==> src/rtl/rtc_bus_responder.sv <==
// Bus-side model of the RTC chip on the multiplexed a_d/cs/rd/wr/AD bus.
// It holds a 256x8 register file, and the BCD time registers 0x21..0x23 count on their own.
module rtc_bus_responder #(
    parameter int RD_LAT   = 3,
    parameter int TICK_DIV = 100,
    parameter int SYNC_STG = 2
) (
    input  logic       clk,
    input  logic       reset,
    input  logic       a_d,
    input  logic       cs,
    input  logic       rd,
    input  logic       wr,
    input  logic [7:0] ad_in,
    output logic [7:0] ad_out,
    output logic       ad_oe,
    output logic       bus_err
);

    localparam int                TICK_W    = $clog2(TICK_DIV);
    localparam logic [TICK_W-1:0] TICK_LAST = TICK_W'(TICK_DIV - 1);
    localparam logic [2:0]        LAT_LAST  = 3'(RD_LAT - 1);
    localparam logic [7:0]        SEC_A     = 8'h21;
    localparam logic [7:0]        MIN_A     = 8'h22;
    localparam logic [7:0]        HRS_A     = 8'h23;

    typedef enum logic [1:0] {
        IDLE,
        WR_LOW,
        RD_WAIT,
        RD_DRV
    } state_e;

    state_e              state_q, state_d;
    logic [SYNC_STG-1:0] a_d_sync_q, a_d_sync_d;
    logic [SYNC_STG-1:0] cs_sync_q, cs_sync_d;
    logic [SYNC_STG-1:0] rd_sync_q, rd_sync_d;
    logic [SYNC_STG-1:0] wr_sync_q, wr_sync_d;
    logic [7:0]          addr_q, addr_d;
    logic [7:0]          ad_out_q, ad_out_d;
    logic                ad_oe_q, ad_oe_d;
    logic                bus_err_q, bus_err_d;
    logic                blocked_q, blocked_d;
    logic [2:0]          lat_cnt_q, lat_cnt_d;
    logic [TICK_W-1:0]   tick_cnt_q, tick_cnt_d;
    logic [7:0]          regs_q [256];
    logic [7:0]          regs_d [256];

    logic       a_d_s, cs_s, rd_s, wr_s;
    logic       collision, tick;
    logic       wr_en;
    logic [7:0] wr_addr, wr_data;
    logic       adv_min, adv_hrs;

    // Any non-BCD digit or a value at/over the limit rolls to 00 and carries.
    function automatic logic bcd_wraps(input logic [7:0] v, input logic [7:0] max_v);
        return (v[7:4] > 4'd9) || (v[3:0] > 4'd9) || (v >= max_v);
    endfunction

    function automatic logic [7:0] bcd_next(input logic [7:0] v, input logic [7:0] max_v);
        if (bcd_wraps(v, max_v)) return 8'h00;
        if (v[3:0] == 4'd9) return {v[7:4] + 4'd1, 4'd0};
        return v + 8'd1;
    endfunction

    assign a_d_s     = a_d_sync_q[SYNC_STG-1];
    assign cs_s      = cs_sync_q[SYNC_STG-1];
    assign rd_s      = rd_sync_q[SYNC_STG-1];
    assign wr_s      = wr_sync_q[SYNC_STG-1];
    assign collision = !cs_s && !rd_s && !wr_s;

    // Bus protocol FSM
    always_comb begin
        // NOTE: every output of this block gets a default first, so no path leaves a latch.
        state_d    = state_q;
        a_d_sync_d = {a_d_sync_q[SYNC_STG-2:0], a_d};
        cs_sync_d  = {cs_sync_q[SYNC_STG-2:0], cs};
        rd_sync_d  = {rd_sync_q[SYNC_STG-2:0], rd};
        wr_sync_d  = {wr_sync_q[SYNC_STG-2:0], wr};
        addr_d     = addr_q;
        ad_out_d   = ad_out_q;
        ad_oe_d    = ad_oe_q;
        bus_err_d  = 1'b0;
        blocked_d  = blocked_q;
        lat_cnt_d  = lat_cnt_q;
        wr_en      = 1'b0;
        wr_addr    = addr_q;
        wr_data    = ad_in;

        if (collision && !blocked_q) begin
            bus_err_d = 1'b1;
            blocked_d = 1'b1;
            ad_oe_d   = 1'b0;
            state_d   = IDLE;
        end else if (blocked_q) begin
            // One error pulse per violation; the bus re-arms once both strobes are high.
            if (rd_s && wr_s) blocked_d = 1'b0;
        end else begin
            case (state_q)
                IDLE: begin
                    if (!cs_s && !wr_s) begin
                        state_d = WR_LOW;
                    end else if (!cs_s && !rd_s) begin
                        if (a_d_s) begin
                            state_d   = RD_WAIT;
                            lat_cnt_d = 3'd0;
                        end else begin
                            bus_err_d = 1'b1;
                            blocked_d = 1'b1;
                        end
                    end
                end
                WR_LOW: begin
                    if (wr_s || cs_s) begin
                        state_d = IDLE;
                        if (a_d_s) wr_en = 1'b1;
                        else       addr_d = ad_in;
                    end
                end
                RD_WAIT: begin
                    if (rd_s || cs_s) begin
                        state_d = IDLE;
                        ad_oe_d = 1'b0;
                    end else if (lat_cnt_q == LAT_LAST) begin
                        state_d  = RD_DRV;
                        ad_out_d = regs_q[addr_q];
                        ad_oe_d  = 1'b1;
                    end else begin
                        lat_cnt_d = lat_cnt_q + 3'd1;
                    end
                end
                RD_DRV: begin
                    if (rd_s || cs_s) begin
                        state_d = IDLE;
                        ad_oe_d = 1'b0;
                    end
                end
                default: state_d = IDLE;
            endcase
        end
    end

    // Time-keeping: a bus write to a time register replaces its tick and swallows its carry.
    assign tick    = (tick_cnt_q == TICK_LAST);
    assign adv_min = tick && bcd_wraps(regs_q[SEC_A], 8'h59) && !(wr_en && wr_addr == SEC_A);
    assign adv_hrs = adv_min && bcd_wraps(regs_q[MIN_A], 8'h59) && !(wr_en && wr_addr == MIN_A);

    always_comb begin
        tick_cnt_d = tick ? '0 : tick_cnt_q + TICK_W'(1);
        regs_d     = regs_q;
        if (tick)    regs_d[SEC_A] = bcd_next(regs_q[SEC_A], 8'h59);
        if (adv_min) regs_d[MIN_A] = bcd_next(regs_q[MIN_A], 8'h59);
        if (adv_hrs) regs_d[HRS_A] = bcd_next(regs_q[HRS_A], 8'h23);
        if (wr_en)   regs_d[wr_addr] = wr_data;
    end

    always_ff @(posedge clk or posedge reset) begin
        if (reset) begin
            state_q    <= IDLE;
            a_d_sync_q <= '0;
            cs_sync_q  <= '1;
            rd_sync_q  <= '1;
            wr_sync_q  <= '1;
            addr_q     <= 8'h00;
            ad_out_q   <= 8'h00;
            ad_oe_q    <= 1'b0;
            bus_err_q  <= 1'b0;
            blocked_q  <= 1'b0;
            lat_cnt_q  <= 3'd0;
            tick_cnt_q <= '0;
            // NOTE: the register file must read 0x00 after reset, so it is built from resettable flops rather than a RAM.
            for (int i = 0; i < 256; i++) regs_q[i] <= 8'h00;
        end else begin
            // NOTE: state is updated with non-blocking assignments so every flop samples pre-edge values.
            state_q    <= state_d;
            a_d_sync_q <= a_d_sync_d;
            cs_sync_q  <= cs_sync_d;
            rd_sync_q  <= rd_sync_d;
            wr_sync_q  <= wr_sync_d;
            addr_q     <= addr_d;
            ad_out_q   <= ad_out_d;
            ad_oe_q    <= ad_oe_d;
            bus_err_q  <= bus_err_d;
            blocked_q  <= blocked_d;
            lat_cnt_q  <= lat_cnt_d;
            tick_cnt_q <= tick_cnt_d;
            regs_q     <= regs_d;
        end
    end

    assign ad_out  = ad_out_q;
    assign ad_oe   = ad_oe_q;
    assign bus_err = bus_err_q;

endmodule

==> config.mk <==
export PLATFORM = sky130hd
export DESIGN_NAME = rtc_bus_responder
export DESIGN_NICKNAME = d
export VERILOG_FILES = /design/src/rtl/rtc_bus_responder.sv
export SDC_FILE = /design/constraint.sdc
export NUM_CORES = 2
export LEC_CHECK = 0
export CAP_MARGIN = 20
export CORE_MARGIN = 8
export CORE_UTILIZATION = 64
export DETAILED_ROUTE_END_ITERATION = 10
export MAX_ROUTING_LAYER = met4
export PLACE_DENSITY = 0.89
export REMOVE_ABC_BUFFERS = 1
export SETUP_SLACK_MARGIN = 0.4
export SYNTH_ARGS = -nofsm -noshare
export SYNTH_HDL_FRONTEND = slang
export SYNTH_SLANG_ARGS = --single-unit
==> constraint.sdc <==
create_clock -name clk -period 89.2 [get_ports clk]
set_clock_uncertainty 0.2 [all_clocks]
set_input_delay 22.3 -clock clk [delete_from_list [all_inputs] [get_ports clk]]
set_output_delay 22.3 -clock clk [all_outputs]
set_load 0.01 [all_outputs]
# Word level (Yosys, flattened, before mapping)

Cells that the tools add are included.

Input port bits: 14
Register bits after elaboration: 2087
Output and inout port bits: 10
Logic and storage cells: 421

Eq/ne operators: 21
$add $sub $neg: 8
Muxes and demuxes: 74
Bitwise logic cells: 5
Order comparisons: 11
Reduce and logical (&&, ||, !) cells: 34

Operators by type and width:

| operator              | count |
|---|---|
| $bwmux W2048          | 1 |
| $mux W1784            | 1 |
| $mux W8               | 18 |
| $bmux W8 S8           | 1 |
| $demux W8 S8          | 1 |
| $mux W1               | 34 |
| $add A8 B1 Y8 const B | 3 |
| $gt A4 B4 Y1 const B  | 6 |
| $mux W2               | 9 |
| $eq A8 B6 Y1 const B  | 2 |
| $ge A8 B7 Y1 const B  | 2 |
| $mux W3               | 5 |
| $add A4 B1 Y4 const B | 3 |
| $eq A4 B4 Y1 const B  | 3 |
| $logic_and A1 B1 Y1   | 12 |
| $ne A4 B4 Y1 const B  | 3 |
| $ne A2 B2 Y1 const B  | 5 |
| $reduce_and A5 Y1     | 2 |
| $ge A9 B9 Y1 const B  | 1 |
| $lt A9 B1 Y1 const B  | 1 |
| $not A8 Y9            | 1 |
| $ge A8 B6 Y1 const B  | 1 |
| $logic_or A1 B1 Y1    | 8 |
| $pmux W2 S4           | 1 |
| other kinds (19)      | 29 |

# Logic depth before layout (Yosys ltp)

Word-level depth: 18
Depth in mapped cells: 13

# Worst setup path after synthesis

Ideal clock, no wire load.

Path type: input to register
Start: input port ad_in[6]
End: register regs_q[1766] (netlist bit)
Buffers on the path: 2
Data arrival time: 22948 ps
Library setup time: 133 ps
Required time: 88867 ps
Stages on the path: 4
Path slack: 65919 ps
Cell sequence: inv_1 > clkbuf_1 > clkbuf_1 > o21ai_0

RTL lines:

| element              | RTL line | RTL |
|---|---|---|
| start, declared      | 14       | `input logic [7:0] ad_in,` |
| end signal, assigned | 187      | `regs_q <= regs_d;` |
| end, declared        | 46       | `logic [7:0] regs_q [256];` |

==> flow_metrics.env <==
export IMPL_rr_startpoint="addr_q[3]"
export IMPL_setup_viol=0
export IMPL_synth_seq_area_share_pct=55.07
export IMPL_cts_resized=0
export IMPL_cp_arrival_ns=29.65
export IMPL_antenna_found_initial=15
export IMPL_io_pins=24
export IMPL_ir_worst_vdd_v=0.00003680
export IMPL_async_flop_share_pct=100.0
export IMPL_die_w_um=401.0
export IMPL_synth_common_cells="dfrtp_1, mux2_2, nand2_1"
export IMPL_tightest_slew_ns=1.234
export IMPL_viasPerCell=7.197
export IMPL_detail_route_wl_per_cell_um=31.66
export IMPL_maxSlewViolCount=0
export IMPL_wirelength_mm=272.7
export IMPL_cts_tree="built"
export IMPL_synth_distinct_cells=82
export IMPL_grt_max_degree=204
export IMPL_synth_top_cells_by_area="dfrtp_1, mux2_2, mux4_2"
export IMPL_rsz0062_at_grt="no"
export IMPL_cts_buffers=200
export IMPL_reg2reg_slack_ns=82.95
export IMPL_drc=0
export IMPL_dieArea_sq_mm=0.1608
export IMPL_setup_tns_ns=0
export IMPL_first_pass_iters=7
export IMPL_reg2reg_to="ad_out[7]"
export IMPL_power_density_mw_per_mm2=25.52
export IMPL_synth_area_sq_mm=0.09485
export IMPL_fin_util_pct=70.16
export IMPL_yosys_area_top_type_share_pct=54.90
export IMPL_cts_reportedPaths_clkPinSlew_ns=0.06
export IMPL_startpoint_type="input port"
export IMPL_min_path_cells=0
export IMPL_synthCells=6632
export IMPL_synth_edf_count=0
export IMPL_rr_worst_depth=10
export IMPL_switchingPower_uw=893.0
export IMPL_initial_core_util_pct=64.31
export IMPL_cts_buffer_depth=3
export IMPL_syn_to_final_growth_pct=9.102
export IMPL_cell_internal_pwr_uw=1748
export IMPL_hold_viol=0
export IMPL_grt_pass1_wl_mm=412.2
export IMPL_placed_cell_area_sq_mm=0.09658
export IMPL_nNetsFinal=6527
export IMPL_portBuffers=23
export IMPL_clkSinkCount=2087
export IMPL_relSlewSlack_pct=17.57
export IMPL_dominantRegCellSynth="dfrtp_1"
export IMPL_avgSynthCellArea_sq_um=14.30
export IMPL_finalNonFillerCells=8611
export IMPL_cap_violations=0
export IMPL_drive_gt1_share_pct=41.72
export IMPL_core_area_sq_mm=0.1475
export IMPL_fin_crit_ns=29.04
export IMPL_clock_latency_ns=0.85
export IMPL_die_h_um=401.0
export IMPL_h_tree_depth=4
export IMPL_yosysMostFrequentCell="dfrtp_1"
export IMPL_cts_setup_buffers=0
export IMPL_hold_class="flop to flop"
export IMPL_critPathRequiredTime_ns=89.80
export IMPL_root_buffer="clkbuf_16"
export IMPL_grt_pass1_vias=64820
export IMPL_path_class="input port to async pin"
export IMPL_hold_end="cs_sync_q[1]"
export IMPL_dp_hpwl_mm=161.2
export IMPL_grt_use_total_pct=34.45
export IMPL_cp_end_kind="async pin"
export IMPL_hold_buffers=0
export IMPL_overflow=0
export IMPL_seqPwrFrac_pct=39.0
export IMPL_leakagePower_uw=0.04607
export IMPL_cp_max_fo=113
export IMPL_num_vias=61980
export IMPL_min_period_over_period_pct=32.56
export IMPL_ys_warn_count=0
export IMPL_p_sw_share_pct=33.82
export IMPL_yosysTopAreaCell="dfrtp_1"
export IMPL_min_from="cs_sync_q[0]"
export IMPL_ant_nets=0
export IMPL_gp_congestion=0.9369
export IMPL_p_clk_share_pct=33.0
export IMPL_dpl_cell_count=8222
export IMPL_drtIter0Drc=8454
export IMPL_outcome="complete, no violations"
export IMPL_design_area_sq_mm=0.1035
export IMPL_fmax_mhz=34.43
export IMPL_synth_seq_cells=2087
export IMPL_rows=141
export IMPL_comb_power_share_pct=28.0
## cells by family (layout without fill, tap and decap cells)
logic type / Yosys count / in the layout / synth area share [%]
mux: 2392 / 2392 / 33.86
flops: 2087 / 2087 / 55.07
simple gates: 1000 / 1000 / 4.526
compound gates: 638 / 638 / 4.132
buf+inv: 489 / 521 / 2.122
xor+xnor: 14 / 14 / 0.1293
fa+ha+maj: 12 / 12 / 0.1583
other cells: 0 / 17 / 0
## registers in the layout (all words and copies together) (netlist names)
name,cells
ad_oe,1
cs_sync_q,2
state_q,2
ad_out,8
lat_cnt_q,3
wr_sync_q,2
tick_cnt_q,7
bus_err,1
addr_q,8
rd_sync_q,2
a_d_sync_q,2
blocked_q,1
regs_q,2048
## routing by layer
| layer | up-vias | track usage, % | routed length [um] | part of all wire (%) |
|---|---|---|---|---|
| met3 | 1305 | 11.12 | 31120 | 11 |
| met1 | 32330 | 41.66 | 95620 | 35 |
| li1 | 24220 | - | - | - |
| met2 | 4121 | 50.51 | 124600 | 46 |
| met4 | 0 | 21.51 | 21300 | 7.8 |
| met5 | - | - | 0 | 0 |
## per-stage QoR
step                      hold WS (ns)  power (uW)  worst slack, ns
after global routing            0.1658        2694            59.09
after CTS                       0.1670        2610            59.69
after global placement          0.1386        1730            59.05
final                           0.1701        2641            60.16
after floorplan                 0.1312        1710            7.755
after detailed placement        0.1449        1747            58.81
## power groups by stage
| stage | sequential, uW | clock [uW] | combinational, uW |
|---|---|---|---|
| 2_1_floorplan | 1120 | 0 | 592 |
| 3_3_place_gp | 1040 | 0 | 689 |
| 3_5_place_dp | 1040 | 0 | 702 |
| 4_1_cts | 1030 | 871 | 711 |
| 5_1_grt | 1030 | 909 | 751 |
| 6_report | 1030 | 871 | 739 |
## layout by cell type, fill, tap and decap left out, types with 36 or more instances in the layout
master        n
nor2_2       36
mux2_2     1775
clkbuf_16   202
nor2_1      159
clkbuf_1     44
dfrtp_1    2076
o22ai_1      58
buf_4       106
nand3_1      46
clkbuf_8     46
mux2i_1     141
mux4_2      476
clkinv_2     45
nand2_1     619
a21oi_1      52
o21ai_0     327
## critical path, cell delays in order
cell,delay [ns]
clkdlybuf4s50_1,0.51
inv_8,0.50
buf_4,0.85
buf_4,0.83
buf_4,0.37
buf_16,0.34
buf_4,0.78
buf_4,0.84
buf_4,0.90
buf_4,0.92
## worst max-delay path by stage
stage | startpoint | end | slack (ns) | cells past startpoint
after floorplan | reset | a_d_sync_q[0] | 7.75 | 1
after global placement | reset | bus_err | 59.05 | 9
after detailed placement | reset | bus_err | 58.81 | 9
after CTS | reset | lat_cnt_q[1] | 59.69 | 9
after global routing | reset | regs_q[132] | 59.09 | 10
final | reset | regs_q[212] | 60.16 | 10
## cell type report
| class | count | area [sq um] |
|---|---|---|
| clock buffer | 286 | 5771 |
| antenna | 17 | 42.54 |
| sequential | 2087 | 52250 |
| inverter | 17 | 81.33 |
| fill | 8666 | 44000 |
| clock inverter | 79 | 925.9 |
| multi-input combinational | 4056 | 40700 |
| timing repair buffer | 139 | 1306 |
| tap | 1930 | 2415 |
Power figures use the tool's default switching activity.
